[src/rtl/microcode_sequencer.sv]
// Microcode sequencer: decodes (opcode, micro-step) into a 16-bit control word plus advance/halt.
// Define SEQ_COND_JUMP_EN to add the carry/zero flag registers and the JC/JZ conditional jumps.
module microcode_sequencer #(
  parameter int INSTRUCTION_STEPS = 8,
  localparam int STEP_WIDTH = $clog2(INSTRUCTION_STEPS)
) (
  input  logic                  mclk,
  input  logic                  mrst_n,
  input  logic                  mclk_en,
  input  logic [STEP_WIDTH-1:0] i_step,
  input  logic [3:0]            i_opcode,
  input  logic                  i_alu_carry,
  input  logic                  i_alu_zero,
  output logic [15:0]           o_ctrl,
  output logic                  o_adv,
  output logic                  o_halt,
  output logic                  o_illegal
);

  localparam logic [15:0] C_HLT = 16'h8000;
  localparam logic [15:0] C_MI  = 16'h4000;
  localparam logic [15:0] C_RI  = 16'h2000;
  localparam logic [15:0] C_RO  = 16'h1000;
  localparam logic [15:0] C_IO  = 16'h0800;
  localparam logic [15:0] C_II  = 16'h0400;
  localparam logic [15:0] C_AI  = 16'h0200;
  localparam logic [15:0] C_AO  = 16'h0100;
  localparam logic [15:0] C_EO  = 16'h0080;
  localparam logic [15:0] C_SU  = 16'h0040;
  localparam logic [15:0] C_BI  = 16'h0020;
  localparam logic [15:0] C_OI  = 16'h0010;
  localparam logic [15:0] C_CE  = 16'h0008;
  localparam logic [15:0] C_CO  = 16'h0004;
  localparam logic [15:0] C_J   = 16'h0002;

`ifdef SEQ_COND_JUMP_EN
  localparam logic [15:0] C_FI  = 16'h0001;
`else
  localparam logic [15:0] C_FI  = 16'h0000;
`endif

  localparam int BIT_HLT = 15;
  localparam int BIT_FI  = 0;

  localparam logic [3:0] OP_LDA = 4'h1;
  localparam logic [3:0] OP_ADD = 4'h2;
  localparam logic [3:0] OP_SUB = 4'h3;
  localparam logic [3:0] OP_STA = 4'h4;
  localparam logic [3:0] OP_LDI = 4'h5;
  localparam logic [3:0] OP_JMP = 4'h6;
  localparam logic [3:0] OP_JC  = 4'h7;
  localparam logic [3:0] OP_JZ  = 4'h8;
  localparam logic [3:0] OP_OUT = 4'hE;
  localparam logic [3:0] OP_HLT = 4'hF;

  logic [7:0]  w_step;
  logic [15:0] w_ctrl;
  logic        w_adv;
  logic        w_illegal_op;
  logic        w_carry;
  logic        w_zero;
  logic        r_halt;
  logic        r_illegal;

  assign w_step = 8'(i_step);

`ifdef SEQ_COND_JUMP_EN
  logic r_carry;
  logic r_zero;

  // Flags only capture on flag-in steps, so a halt on the same step never blocks the update.
  always_ff @(posedge mclk or negedge mrst_n) begin
    if (!mrst_n) begin
      r_carry <= 1'b0;
      r_zero  <= 1'b0;
    end else if (mclk_en && w_ctrl[BIT_FI]) begin
      r_carry <= i_alu_carry;
      r_zero  <= i_alu_zero;
    end
  end

  assign w_carry = r_carry;
  assign w_zero  = r_zero;
`else
  logic w_unused_alu_flags;

  assign w_carry = 1'b0;
  assign w_zero  = 1'b0;
  assign w_unused_alu_flags = i_alu_carry ^ i_alu_zero;
`endif

  always_comb begin
    case (i_opcode)
      4'h9, 4'hA, 4'hB, 4'hC, 4'hD: w_illegal_op = 1'b1;
`ifndef SEQ_COND_JUMP_EN
      OP_JC, OP_JZ:                 w_illegal_op = 1'b1;
`endif
      default:                      w_illegal_op = 1'b0;
    endcase
  end

  // Anything not matched below is past the opcode's last step: emit nothing and advance.
  always_comb begin
    w_ctrl = 16'h0000;
    w_adv  = 1'b1;
    if (w_step == 8'd0) begin
      w_ctrl = C_CO | C_MI;
      w_adv  = 1'b0;
    end else if (w_step == 8'd1) begin
      w_ctrl = C_RO | C_II | C_CE;
      w_adv  = 1'b0;
    end else begin
      case (i_opcode)
        OP_LDA: begin
          case (w_step)
            8'd2: begin w_ctrl = C_IO | C_MI; w_adv = 1'b0; end
            8'd3: w_ctrl = C_RO | C_AI;
            default: ;
          endcase
        end
        OP_ADD, OP_SUB: begin
          case (w_step)
            8'd2: begin w_ctrl = C_IO | C_MI; w_adv = 1'b0; end
            8'd3: begin
              w_ctrl = C_RO | C_BI | ((i_opcode == OP_SUB) ? C_SU : 16'h0000);
              w_adv  = 1'b0;
            end
            8'd4: w_ctrl = C_EO | C_AI | C_FI | ((i_opcode == OP_SUB) ? C_SU : 16'h0000);
            default: ;
          endcase
        end
        OP_STA: begin
          case (w_step)
            8'd2: begin w_ctrl = C_IO | C_MI; w_adv = 1'b0; end
            8'd3: w_ctrl = C_AO | C_RI;
            default: ;
          endcase
        end
        OP_LDI: if (w_step == 8'd2) w_ctrl = C_IO | C_AI;
        OP_JMP: if (w_step == 8'd2) w_ctrl = C_IO | C_J;
`ifdef SEQ_COND_JUMP_EN
        OP_JC:  if (w_step == 8'd2 && w_carry) w_ctrl = C_IO | C_J;
        OP_JZ:  if (w_step == 8'd2 && w_zero) w_ctrl = C_IO | C_J;
`endif
        OP_OUT: if (w_step == 8'd2) w_ctrl = C_AO | C_OI;
        OP_HLT: begin
          if (w_step == 8'd2) begin
            w_ctrl = C_HLT;
            w_adv  = 1'b0;
          end
        end
        default: ;
      endcase
    end
  end

  // Halt and illegal are sticky until reset; both latch only on enabled edges.
  always_ff @(posedge mclk or negedge mrst_n) begin
    if (!mrst_n) begin
      r_halt    <= 1'b0;
      r_illegal <= 1'b0;
    end else if (mclk_en) begin
      if (w_ctrl[BIT_HLT]) r_halt <= 1'b1;
      if (w_step == 8'd2 && w_illegal_op) r_illegal <= 1'b1;
    end
  end

  assign o_ctrl    = w_ctrl;
  assign o_adv     = w_adv;
  assign o_halt    = r_halt | w_ctrl[BIT_HLT];
  assign o_illegal = r_illegal;

endmodule
[config.mk]
export PLATFORM = sky130hd
export DESIGN_NAME = microcode_sequencer
export DESIGN_NICKNAME = d
export VERILOG_FILES = /design/src/rtl/microcode_sequencer.sv
export SDC_FILE = /design/constraint.sdc
export NUM_CORES = 1
export LEC_CHECK = 0
export CORE_UTILIZATION = 30
export DETAILED_ROUTE_END_ITERATION = 8
export PLACE_DENSITY = 0.79
export SKIP_LAST_GASP = 1
export SYNTH_ARGS = -nofsm -noshare
export SYNTH_HDL_FRONTEND = slang
export SYNTH_SLANG_ARGS = --single-unit
export TNS_END_PERCENT = 30
[constraint.sdc]
create_clock -name mclk -period 4.37 [get_ports mclk]
set_input_delay 1.311 -clock mclk [delete_from_list [all_inputs] [get_ports mclk]]
set_output_delay 1.311 -clock mclk [all_outputs]
set_load 0.03 [all_outputs]
==> run summary <==
The initialized floorplan defines 12 standard-cell rows. After clock tree synthesis, the clock-pin slew on the worst setup and hold paths is 0.03 ns. The final count of pins violating max slew is 0, and the height of the die is 38.42 um. In the routed layout, each cell is associated on average with a via count of 5.330. The clock net in this run drives a total of 2 sinks. The library cell with the highest instance count after synthesis is nor2_1. Post-CTS timing repair inserted 0 buffers for setup. After synthesis, the most frequently instantiated cells are nor2_1 (7), clkbuf_1 (5), nand2_1 (4). The number of I/O port buffers was 27; the relative area change from synthesis to final layout was 73.90%.

The die is 38.42 um wide. Synthesis produced a netlist whose cell count is 60. The floorplan step defined a core boundary enclosing 1171 um2. The first-pass iteration count of the detailed router came out at 4.

The number of synthesis warnings was 0; the via count was 549. Setup repair after global routing could not meet its margin everywhere. The flip-flop and latch count after synthesis came out at 2. The endpoint kind of the worst setup timing path was a primary output. The overall track demand over capacity in global routing was 0.1918. TritonCTS built the clock tree. The die covers 1476 um2.

Data arrival time of the critical path: 2.95 ns. The logs give 0 for the number of DRC violations after detailed routing and 883.8 um for the post-detailed-placement half-perimeter wirelength. In the final routed layout, each cell accounts on average for 11.50 um. The number of global-route vias before repair came out at 461. The final number of hold-violating endpoints was 0; the clock buffer count from CTS was 3. The type of the worst setup path is input port to primary output.

Setup violations remaining at the end of the flow were counted as 0. The number of violations reported at the end of detailed-routing iteration 0 was 4. For the worst setup path, the data required time is 3.06 ns. The tools report the number of placed instances with taps included as 100. The clock passes through at most 2 buffers. For this run, the leading register cell type out of synthesis is dfrtp_1. Subtracting the final worst setup slack from the clock period gives 4.265 ns. The share of final-layout standard cells stronger than drive strength 1 is 0.2697.

The detail route stage leaves a number of antenna-violating nets equal to 0. For this design the static power due to leakage is 0.2829 nW. The part of the Yosys area used for sequential elements is 0.1258. Final standard cell area without fillers: 691.9 um2. Routability-driven placement finished with a final weighted congestion of 0.7171. The tools report the insertion delay to the later sink of the worst-skew pair as 0.22 ns. The tools report the cell area after synthesis as 397.9 um2. Leaving out filler cells and counting taps, the final layout contains 103.

The largest voltage drop on the vdd net is 0.0001382 V. The largest total area in the synthesized netlist belongs to dfrtp_1. In the final timing run, aggregate negative setup slack is 0 ns.

Entering global routing, the biggest net connects 13 pins. The worst-case hold slack is 0.4665 ns, and the cell area after placement is 674.4 um2. At the end of the flow, the number of nets in the layout was 103. When the netlist entered floorplanning its net count stood at 72.

The synthesized netlist contains 32 unique library cells. Mean instance size in the synthesized netlist: 6.631 um2. Sorting the synthesized cells by area gives the leading types as dfrtp_1 (13%), nor2_1 (6.6%), o2111a_1 (5.7%). The worst setup path is launched from an input port.

The count of flip-flops with a built-in enable after synthesis was 0; the achievable clock frequency was 0.2345 GHz. Global routing finished with a remaining overflow of 0. Post-synthesis async set-or-reset flop share: 1.000.

The clock tree skew after final layout was 0 ns. Initial antenna violation count: 0. The first-pass GRT wire length was 1.994 mm. The kind of path behind the tightest hold check is flop to flop. The flow ran to the end, and the final reports show no timing, DRC or antenna violations. Of all nets on the critical path, the largest fanout is 10.

For this design the ratio of total power to cell area is 187.5 nW/um2. In this run the clock root is driven by a clkbuf_4. The fraction of synthesized cell area taken by the top area cell type is 0.1258. The max-cap violation count was 0.

The final clock period utilization by the worst path is 0.9759. The logs give 0 for the final antenna diode count and 31 for the boundary pin count. The logs give 1 for the H-tree depth and 1.185 mm for the final wirelength. The run gives 0.3397 as the initial core utilization.
==> placed cells by master (no fill, tap or decap) <==
cell,Yosys,routed
buf_4,2,19
nand2b_1,1,1
xnor2_1,1,1
nand3b_1,2,2
a211oi_1,2,2
nor4_1,2,2
or3b_1,1,1
o2111a_1,2,2
nand4b_1,1,1
clkbuf_4,0,3
conb_1,1,1
o31ai_1,1,1
a311o_1,1,1
or4b_1,1,1
nor2b_1,1,1
nand2_1,4,4
clkdlybuf4s50_1,0,15
nor2_1,7,7
inv_2,1,1
nor3b_1,1,1
and4b_1,1,1
o21bai_1,3,3
dfrtp_1,2,2
buf_2,2,1
or2_1,1,1
or3_1,2,2
nor3_1,1,1
nand3_1,2,2
nand4_1,2,2
inv_1,1,1
xor2_1,1,1
o21ai_0,2,2
a21oi_1,3,3
==> sequential cells by signal, indices dropped and copies added, names as in the netlist <==
| signal | count |
|---|---|
| r_halt | 1 |
| o_illegal | 1 |
==> per-stage QoR <==
| stage | util | worst slack [ns] | power [mW] |
|---|---|---|---|
| finish | 0.5908 | 0.1051 | 0.1298 |
| global route | 0.5908 | -0.01033 | 0.1399 |
| CTS | 0.5962 | 0.01752 | 0.1325 |
| detailed placement | 0.5759 | -0.2881 | 0.09075 |
| global placement | 0.5759 | -0.2802 | 0.08998 |
| floorplan | - | 0.1917 | 0.06346 |
==> final timing paths <==
check	from	endpoint	slack (ns)	cells after the start
min in group asynchronous	mrst_n	r_halt$_DFFE_PN0P_	1.25	1
max in group asynchronous	mrst_n	o_illegal$_DFFE_PN0P_	3.00	1
max reg2reg	o_illegal$_DFFE_PN0P_	o_illegal$_DFFE_PN0P_	3.74	1
max	i_step[2]	o_ctrl[10]	0.11	4
min reg2reg	r_halt$_DFFE_PN0P_	r_halt$_DFFE_PN0P_	0.47	1
min	r_halt$_DFFE_PN0P_	r_halt$_DFFE_PN0P_	0.47	1
==> cell type report <==
class                      count  area [um2]
clock buffer                   3       22.52
fill                         107       479.2
inverter                       2       7.507
multi-input combinational     47       296.5
sequential                     2       50.05
tap                           14       17.52
timing repair buffer          35       297.8
==> cell families (layout without fill, tap and decap cells) <==
family	Yosys count	count (layout)	share of synthesized area
AO/OA/AOI/OAI	14	14	0.2578
other	1	1	0.009425
buffers and inverters	11	40	0.1289
XOR/XNOR	2	2	0.04403
AND/OR/NAND/NOR	30	30	0.4340
flip-flops	2	2	0.1258
==> worst max-delay path: stages <==
cell and delay [ns]:
clkdlybuf4s50_1 0.55, nand2b_1 0.23, nor2_1 0.15, clkdlybuf4s50_1 0.72
==> layer usage <==
metal / GRT usage / up-vias / routed length (um)
met3: 0.03488 / 2 / 57
met1: 0.2351 / 250 / 578
met4: 0.1034 / 0 / 19
met5: 0 / - / 0
li1: - / 276 / -
met2: 0.3136 / 21 / 529
==> where the power goes <==
| group | internal, mW | leakage (nW) | switching, mW |
|---|---|---|---|
| combinational | 0.0301 | 0.245 | 0.0373 |
| clock | 0.0302 | 0.0138 | 0.00922 |
| sequential | 0.0218 | 0.0236 | 0.00113 |
| total | 0.0821 | 0.283 | 0.0477 |
==> what timing repair did <==
action | CTS | global route
resized for setup | 3 | 2
pin swaps | 0 | 0
hold buffers | 0 | 0
setup endpoints to repair | 1 | 2
Power figures use the tool's default switching activity.
